<file path="config.mk">
export PLATFORM = sky130hd
export DESIGN_NAME = text_cursor_ctrl
export DESIGN_NICKNAME = d
export VERILOG_FILES = /design/src/rtl/text_cursor_ctrl.sv
export SDC_FILE = /design/constraint.sdc
export NUM_CORES = 1
export LEC_CHECK = 0
export ABC_AREA = 0
export CAP_MARGIN = 20
export CORE_MARGIN = 3
export CORE_UTILIZATION = 49
export DETAILED_ROUTE_END_ITERATION = 16
export PLACE_DENSITY = 0.77
export REMOVE_ABC_BUFFERS = 1
export SYNTH_ARGS = -nofsm -noshare
export SYNTH_HDL_FRONTEND = slang
export SYNTH_SLANG_ARGS = --single-unit
</file>
<file path="constraint.sdc">
create_clock -name clk -period 2.6 [get_ports clk]
set_input_delay 0.78 -clock clk [delete_from_list [all_inputs] [get_ports clk]]
set_output_delay 0.78 -clock clk [all_outputs]
set_load 0.02 [all_outputs]
</file>
<file path="src/rtl/text_cursor_ctrl.sv">
// Write-side sequencer for the text-mode character RAM: turns received UART
// bytes into RAM writes, tracks the cursor and runs the full-screen clear sweep.
module text_cursor_ctrl #(
    parameter int         COLS           = 32,
    parameter int         ROWS           = 4,
    parameter int         XW             = 5,
    parameter int         YW             = 2,
    parameter logic [7:0] BLANK          = 8'h20,
    parameter bit         CLEAR_ON_RESET = 1'b1
) (
    input  logic          clk,
    input  logic          reset,
    input  logic [7:0]    rx_data,
    input  logic          rx_valid,
    input  logic          clr_overrun,
    output logic          ram_we,
    output logic [YW-1:0] ram_wy,
    output logic [XW-1:0] ram_wx,
    output logic [7:0]    ram_wdata,
    output logic [XW-1:0] cursor_x,
    output logic [YW-1:0] cursor_y,
    output logic          busy,
    output logic          overrun
);
    localparam int            AW   = XW + YW;
    localparam logic [AW-1:0] LAST = AW'(ROWS * COLS - 1);
    localparam logic [XW-1:0] XMAX = XW'(COLS - 1);

    typedef enum logic {S_IDLE, S_CLEAR} state_t;

    state_t        state_q, state_d;
    logic          we_q, we_d;
    logic [YW-1:0] wy_q, wy_d;
    logic [XW-1:0] wx_q, wx_d;
    logic [7:0]    wdata_q, wdata_d;
    logic [XW-1:0] cx_q, cx_d;
    logic [YW-1:0] cy_q, cy_d;
    logic          busy_q, busy_d;
    logic          ovr_q, ovr_d;
    logic [AW-1:0] cnt_q, cnt_d;
    logic          init_q, init_d;
    logic          hold_full_q, hold_full_d;
    logic [7:0]    hold_q, hold_d;

    logic          proc_vld;
    logic [7:0]    proc_byte;
    logic          start_clear;
    logic          drop;

    always_ff @(posedge clk) begin
        if (!reset) begin
            state_q     <= S_IDLE;
            we_q        <= 1'b0;
            wy_q        <= '0;
            wx_q        <= '0;
            wdata_q     <= 8'h00;
            cx_q        <= '0;
            cy_q        <= '0;
            busy_q      <= 1'b0;
            ovr_q       <= 1'b0;
            cnt_q       <= '0;
            init_q      <= CLEAR_ON_RESET;
            hold_full_q <= 1'b0;
            hold_q      <= 8'h00;
        end else begin
            state_q     <= state_d;
            we_q        <= we_d;
            wy_q        <= wy_d;
            wx_q        <= wx_d;
            wdata_q     <= wdata_d;
            cx_q        <= cx_d;
            cy_q        <= cy_d;
            busy_q      <= busy_d;
            ovr_q       <= ovr_d;
            cnt_q       <= cnt_d;
            init_q      <= init_d;
            hold_full_q <= hold_full_d;
            hold_q      <= hold_d;
        end
    end

    always_comb begin
        state_d     = state_q;
        we_d        = 1'b0;
        wy_d        = wy_q;
        wx_d        = wx_q;
        wdata_d     = wdata_q;
        cx_d        = cx_q;
        cy_d        = cy_q;
        busy_d      = 1'b0;
        ovr_d       = ovr_q;
        cnt_d       = cnt_q;
        init_d      = 1'b0;
        hold_full_d = hold_full_q;
        hold_d      = hold_q;
        proc_vld    = 1'b0;
        proc_byte   = 8'h00;
        start_clear = 1'b0;
        drop        = 1'b0;

        if (state_q == S_CLEAR && cnt_q != LAST) begin
            cnt_d        = cnt_q + AW'(1);
            {wy_d, wx_d} = cnt_q + AW'(1);
            we_d         = 1'b1;
            wdata_d      = BLANK;
            busy_d       = 1'b1;
            if (rx_valid) begin
                if (hold_full_q) begin
                    drop = 1'b1;
                end else begin
                    hold_full_d = 1'b1;
                    hold_d      = rx_data;
                end
            end
        end else begin
            state_d = S_IDLE;
            if (state_q == S_CLEAR || init_q) begin
                // Final sweep cycle (or post-reset start): incoming bytes still
                // follow the sweep rules, but a held byte is consumed now.
                proc_vld    = hold_full_q;
                proc_byte   = hold_q;
                hold_full_d = 1'b0;
                if (rx_valid) begin
                    if (hold_full_q) begin
                        drop = 1'b1;
                    end else begin
                        hold_full_d = 1'b1;
                        hold_d      = rx_data;
                    end
                end
                start_clear = init_q;
            end else if (hold_full_q) begin
                proc_vld    = 1'b1;
                proc_byte   = hold_q;
                hold_full_d = rx_valid;
                if (rx_valid) begin
                    hold_d = rx_data;
                end
            end else begin
                proc_vld  = rx_valid;
                proc_byte = rx_data;
            end

            if (proc_vld) begin
                if (proc_byte >= 8'h20 && proc_byte <= 8'h7E) begin
                    we_d    = 1'b1;
                    wx_d    = cx_q;
                    wy_d    = cy_q;
                    wdata_d = proc_byte;
                    if (cx_q == XMAX) begin
                        cx_d = '0;
                        cy_d = cy_q + YW'(1);
                    end else begin
                        cx_d = cx_q + XW'(1);
                    end
                end else begin
                    case (proc_byte)
                        8'h0D: cx_d = '0;
                        8'h0A: cy_d = cy_q + YW'(1);
                        8'h08: begin
                            if (cx_q != '0) begin
                                cx_d = cx_q - XW'(1);
                            end else if (cy_q != '0) begin
                                cx_d = XMAX;
                                cy_d = cy_q - YW'(1);
                            end
                            we_d    = 1'b1;
                            wx_d    = cx_d;
                            wy_d    = cy_d;
                            wdata_d = BLANK;
                        end
                        8'h0C:   start_clear = 1'b1;
                        default: ;
                    endcase
                end
            end

            if (start_clear) begin
                state_d = S_CLEAR;
                cnt_d   = '0;
                we_d    = 1'b1;
                wx_d    = '0;
                wy_d    = '0;
                wdata_d = BLANK;
                busy_d  = 1'b1;
                cx_d    = '0;
                cy_d    = '0;
            end
        end

        if (drop) begin
            ovr_d = 1'b1;
        end else if (clr_overrun) begin
            ovr_d = 1'b0;
        end
    end

    assign ram_we    = we_q;
    assign ram_wy    = wy_q;
    assign ram_wx    = wx_q;
    assign ram_wdata = wdata_q;
    assign cursor_x  = cx_q;
    assign cursor_y  = cy_q;
    assign busy      = busy_q;
    assign overrun   = ovr_q;

endmodule

</file>
---- After elaboration in Yosys (flattened, before gate mapping) ----
Cells that the tools add are included.
word-level totals
  flip-flop bits (word level) ............. 43
  input bits .............................. 12
operators by class
  equality and inequality tests ........... 8
  $add $sub $neg .......................... 5
  bitwise operators ....................... 2
  reduce and logical (&&, ||, !) cells .... 21
  magnitude comparators ................... 2
  muxes and demuxes ....................... 67
operators with widths
  operator             count
  $mux 8               10
  $mux 5               11
  $eq 8x4->1 const B   4
  $mux 1               28
  $mux 2               11
  $mux 6               3
  $mux 7               2
  $reduce_bool 4->1    3
  $pmux 5 s2           1
  $reduce_bool 2->1    5
  $reduce_bool 3->1    3
  $ge 8x6->1 const B   1
  $le 8x7->1 const B   1
  $add 7x1->7 const B  1
  $ne 7x7->1 const B   1
  $reduce_and 2->1     3
  $add 5x1->5 const B  1
  $eq 5x5->1 const B   1
  $reduce_bool 5->1    1
  $sub 5x1->5 const B  1
  $pmux 2 s2           1
  $reduce_and 4->1     1
  $ne 3x1->1 const B   1
  $reduce_and 3->1     1
  other kinds (7)      9

---- Depth between registers and ports, before layout ----
  depth after elaboration ................. 10
  mapped depth ............................ 9
  mapped depth without buffers ............ 8

---- Worst setup path before layout ----
OpenSTA, ideal clock, no wires.
  path type ............................... input port to flip-flop
  start ................................... in rx_data[0]
  end ..................................... reg cy_q[0] (netlist: cursor_y[0])
  cell stages on the path ................. 5
  slack ................................... 0.088 ns
  arrival ................................. 2.432 ns
  cell sequence ........................... or4b_2 > nor4_1 > nor3_1 > a2111o_1 > o211ai_1
between the ends
  word-level cells in the longest chain between the ends .. 10
ends and longest elaborated chain
  what                                                       line      text
  from (decl)                                                13        input logic [7:0] rx_data,
  $mux 8 *                                                   -
  $mux 8 *                                                   117       if (state_q == S_CLEAR || init_q) begin
  $mux 8 *                                                   101       if (state_q == S_CLEAR && cnt_q != LAST) begin
  $ge 8x6->1, or another cell as far along                   145       if (proc_byte >= 8'h20 && proc_byte <= 8'h7E) begin
  $logic_and 1x1->1 or $mux 1 (tied branches)                145, 157
  $mux 1                                                     145
  $mux 1                                                     144       if (proc_vld) begin
  $mux 1                                                     101
  $ne 3x1->1 (no source line), or another cell as far along  -
  $reduce_and 4->1 (no source line)                          -
  to (signal assigned)                                       72        cy_q <= cy_d;
  to (decl)                                                  37        logic [YW-1:0] cy_q, cy_d;
Mark *: on every way between the ends. The rest lies on a longest branch, timed or not. The select of a mux whose other input is x is not followed.
A chain may end at the register's enable or synchronous reset.

---- Worst setup path after layout ----
  start ................................... in rx_data[1]
  end ..................................... reg cy_q[1] (netlist: cursor_y[1])
The elaborated chain is that of the path after synthesis.

==> flow_summary.json <==
{
  "status": "finished, final reports clean",
  "num_rows": 25,
  "syn_area_mm2": 0.00250,
  "layout_commonest_cell": "buf_4",
  "grt_setup_unrepaired": "false",
  "dieArea_mm2": 0.00599,
  "hold-worst-slack_ns": 0.434,
  "drv_cap": 0,
  "hold_path.startpoint": "ram_wdata[7]",
  "grt_max_degree": 26,
  "worst-path-max-fanout": 4,
  "period_minus_slack_ns": 2.53,
  "grt_pass1_vias": 2639,
  "cts_tree": "built",
  "antenna_found_initial": 0,
  "drive_gt1_share_pct": 23.2,
  "setup-violations-final": 0,
  "avgSynthCellArea_um2": 7.62,
  "cts-root-buf": "clkbuf_8",
  "start_kind": "input pin",
  "hold_path.class": "reg2reg",
  "synth-edff-count": 0,
  "fin_skew_ns": 0.00451,
  "cp.arrival_ns": 2.76,
  "routed_wl_mm": 7.79,
  "syn_inst": 328,
  "core_mm2": 0.00482,
  "r2r_end": "cursor_y[1]",
  "regToRegSetupSlack_ns": 0.21,
  "wire_per_inst_um": 16.4,
  "critPathKind": "in2reg",
  "clock-sinks": 43,
  "ios": 37,
  "h-tree-depth": 2,
  "die_w_um": 77.4,
  "start_util_pct": 51.9,
  "die_h_um": 77.4,
  "place.gp.congestion": 0.985,
  "vias": 2882,
  "cts_buffer_depth": 2,
  "clk_latency_ns": 0.31,
  "track_usage_pct": 24.8,
  "clkTransAtPathRegs_ns": 0.09,
  "stdcell_area_mm2": 0.00351,
  "worstMarginPinSlew_ns": 0.702,
  "p_per_area_mw_per_mm2": 450,
  "cp_data_required_time_ns": 2.83,
  "area_delta_synth_final_pct": 40.6,
  "async_flop_share_pct": 0,
  "vias_per_cell": 6.05,
  "initialDrtViolationCount": 183,
  "reg2reg_from": "hold_q[4]",
  "placed_area_mm2": 0.00322,
  "post-dp-hpwl_mm": 5.40,
  "hold_path_depth": 2,
  "fillers": 405,
  "p_leak_nw": 1.45,
  "finalCritPeriodShare_pct": 97.5,
  "numCtsBuffers": 5,
  "hold_end": "ram_wdata[7]",
  "grt-ovfl-total": 0,
  "grt_pass1_wl_mm": 12.1,
  "portBuffers": 36,
  "drcViolationCount": 0,
  "synth_top_flop_cell": "dfxtp_1",
  "setup.worst_path.end_class": "register",
  "drv_slew": 0,
  "synth_seq_area_share_pct": 34.4,
  "layout_common_cells": "buf_4, nand2_1, dfxtp_1",
  "firstDrtPassIters": 5,
  "hold_violations": 0,
  "ir_worst_vdd_v": 0.000415,
  "fmax_mhz": 395,
  "ys_ff_latch": 43,
  "ys_warn_count": 0,
  "diodes": 0,
  "r2r_cells": 6,
  "ant_nets": 0,
  "nets": 427,
  "synthDistinctLibCells": 53,
  "slew-limit-headroom_pct": 52.8,
  "hold_buffers": 0
}
-- routing by layer --
layer	GRT usage [%]	vias up	share of wire [%]	wire length [um]
met4	10.1	0	3.6	284
li1	-	1342	-	-
met2	44.1	133	50	3900
met5	0	-	0	0
met1	28.9	1374	40	3110
met3	4.87	33	6.3	492
-- logic make-up (layout without fill, tap and decap cells) --
| kind of cell | after synthesis | after routing | share of synthesized area, % |
|---|---|---|---|
| AND/OR/NAND/NOR | 144 | 144 | 27.7 |
| adder cells (fa/ha/maj) | 7 | 7 | 3.50 |
| multiplexers | 10 | 10 | 4.05 |
| buffers and inverters | 29 | 109 | 4.80 |
| flip-flops | 43 | 43 | 34.4 |
| XOR/XNOR | 7 | 7 | 2.45 |
| AO/OA/AOI/OAI | 88 | 89 | 23.0 |
-- stage by stage --
| stage | setup TNS, ns | worst slack, ns | cells | total power, mW | utilization, % |
|---|---|---|---|---|---|
| after floorplan | -0.921 | -0.280 | 312 | 0.924 | - |
| after global placement | -11.52 | -0.427 | 461 | 1.10 | 66.9 |
| after detailed placement | -12.54 | -0.474 | 461 | 1.11 | 66.9 |
| after CTS | -0.0108 | -0.0108 | 470 | 1.55 | 70.1 |
| after global routing | 0 | 0.0171 | 476 | 1.64 | 73.0 |
| final | 0 | 0.0652 | 476 | 1.58 | 73.0 |
-- synth_stat cells, types with 2 or more instances --
| library cell | number | area share [%] |
|---|---|---|
| a221oi_1 | 2 | 0.70 |
| a22oi_1 | 7 | 2.1 |
| o211ai_1 | 7 | 2.1 |
| o32ai_1 | 2 | 0.70 |
| clkbuf_1 | 12 | 1.8 |
| xnor2_1 | 3 | 1.1 |
| or4_4 | 2 | 0.90 |
| o21ai_0 | 17 | 3.4 |
| or2_2 | 3 | 0.75 |
| a21oi_1 | 27 | 5.4 |
| o221ai_1 | 2 | 0.70 |
| nor3_1 | 9 | 1.8 |
| o21ba_2 | 2 | 0.80 |
| inv_1 | 12 | 1.8 |
| or4b_2 | 2 | 0.80 |
| a311oi_1 | 3 | 1.1 |
| dfxtp_1 | 43 | 34 |
| nand2_1 | 46 | 6.9 |
| and2_1 | 4 | 1.0 |
| nand3_1 | 11 | 2.2 |
| xor2_1 | 4 | 1.4 |
| nand2b_1 | 5 | 1.3 |
| a32o_1 | 2 | 0.80 |
| nor4_1 | 6 | 1.5 |
| nor2_1 | 40 | 6.0 |
| mux2i_1 | 9 | 3.6 |
| o21a_1 | 2 | 0.60 |
| ha_1 | 7 | 3.5 |
| buf_2 | 3 | 0.60 |
| o31ai_1 | 2 | 0.60 |
| nor2b_1 | 5 | 1.3 |
| a31oi_1 | 4 | 1.0 |
| nand4_1 | 3 | 0.75 |
-- power breakdown --
group	total [mW]	internal (mW)	leakage, nW	switching, mW
clock	0.442	0.187	0.0402	0.255
combinational	0.425	0.195	1.06	0.230
sequential	0.714	0.685	0.351	0.0296
total	1.58	1.07	1.45	0.514
-- critical path, stage by stage --
cell and delay (ns):
clkdlybuf4s50_1 0.55, nor4_4 0.07, buf_4 0.14, nor3_2 0.22, buf_4 0.17, nand3_1 0.08
or4b_1 0.55, a31oi_1 0.21
-- cell type report --
type                       count  area [um^2]  share of cell area (%)
multi-input combinational    257         1660                    47.3
tap                           67         83.8                    2.39
clock buffer                   5         68.8                    1.96
inverter                      13         48.8                    1.39
timing repair buffer          88          771                    21.9
sequential                    43          861                    24.5
clock inverter                 3         20.0                   0.570
-- flip-flops by register name, indices dropped and copies added (netlist names) --
signal	count
cursor_x	5
ram_wdata	8
cursor_y	2
hold_full_q	1
ram_wy	2
overrun	1
init_q	1
ram_wx	5
state_q	1
hold_q	8
cnt_q	7
ram_we	1
busy	1
-- worst max path at each step --
stage          startpoint          end  slack [ns]
6_report       rx_data[1]  cursor_y[1]        0.07
3_5_place_dp   rx_data[3]       ram_we       -0.47
4_1_cts        rx_data[5]       ram_we       -0.01
3_3_place_gp   rx_data[3]  cursor_y[0]       -0.43
2_1_floorplan  rx_data[3]    ram_wy[1]       -0.28
5_1_grt        rx_data[1]  cursor_y[0]        0.02
-- timing repair --
| action | 4_1_cts | 5_1_grt |
|---|---|---|
| pin swaps | 3 | 8 |
| setup endpoints to repair | 30 | 29 |
| gates resized for setup | 13 | 24 |
| setup buffers | 1 | 5 |
| cloned | 0 | 1 |
Note: power is estimated with default switching activity, not from simulation.
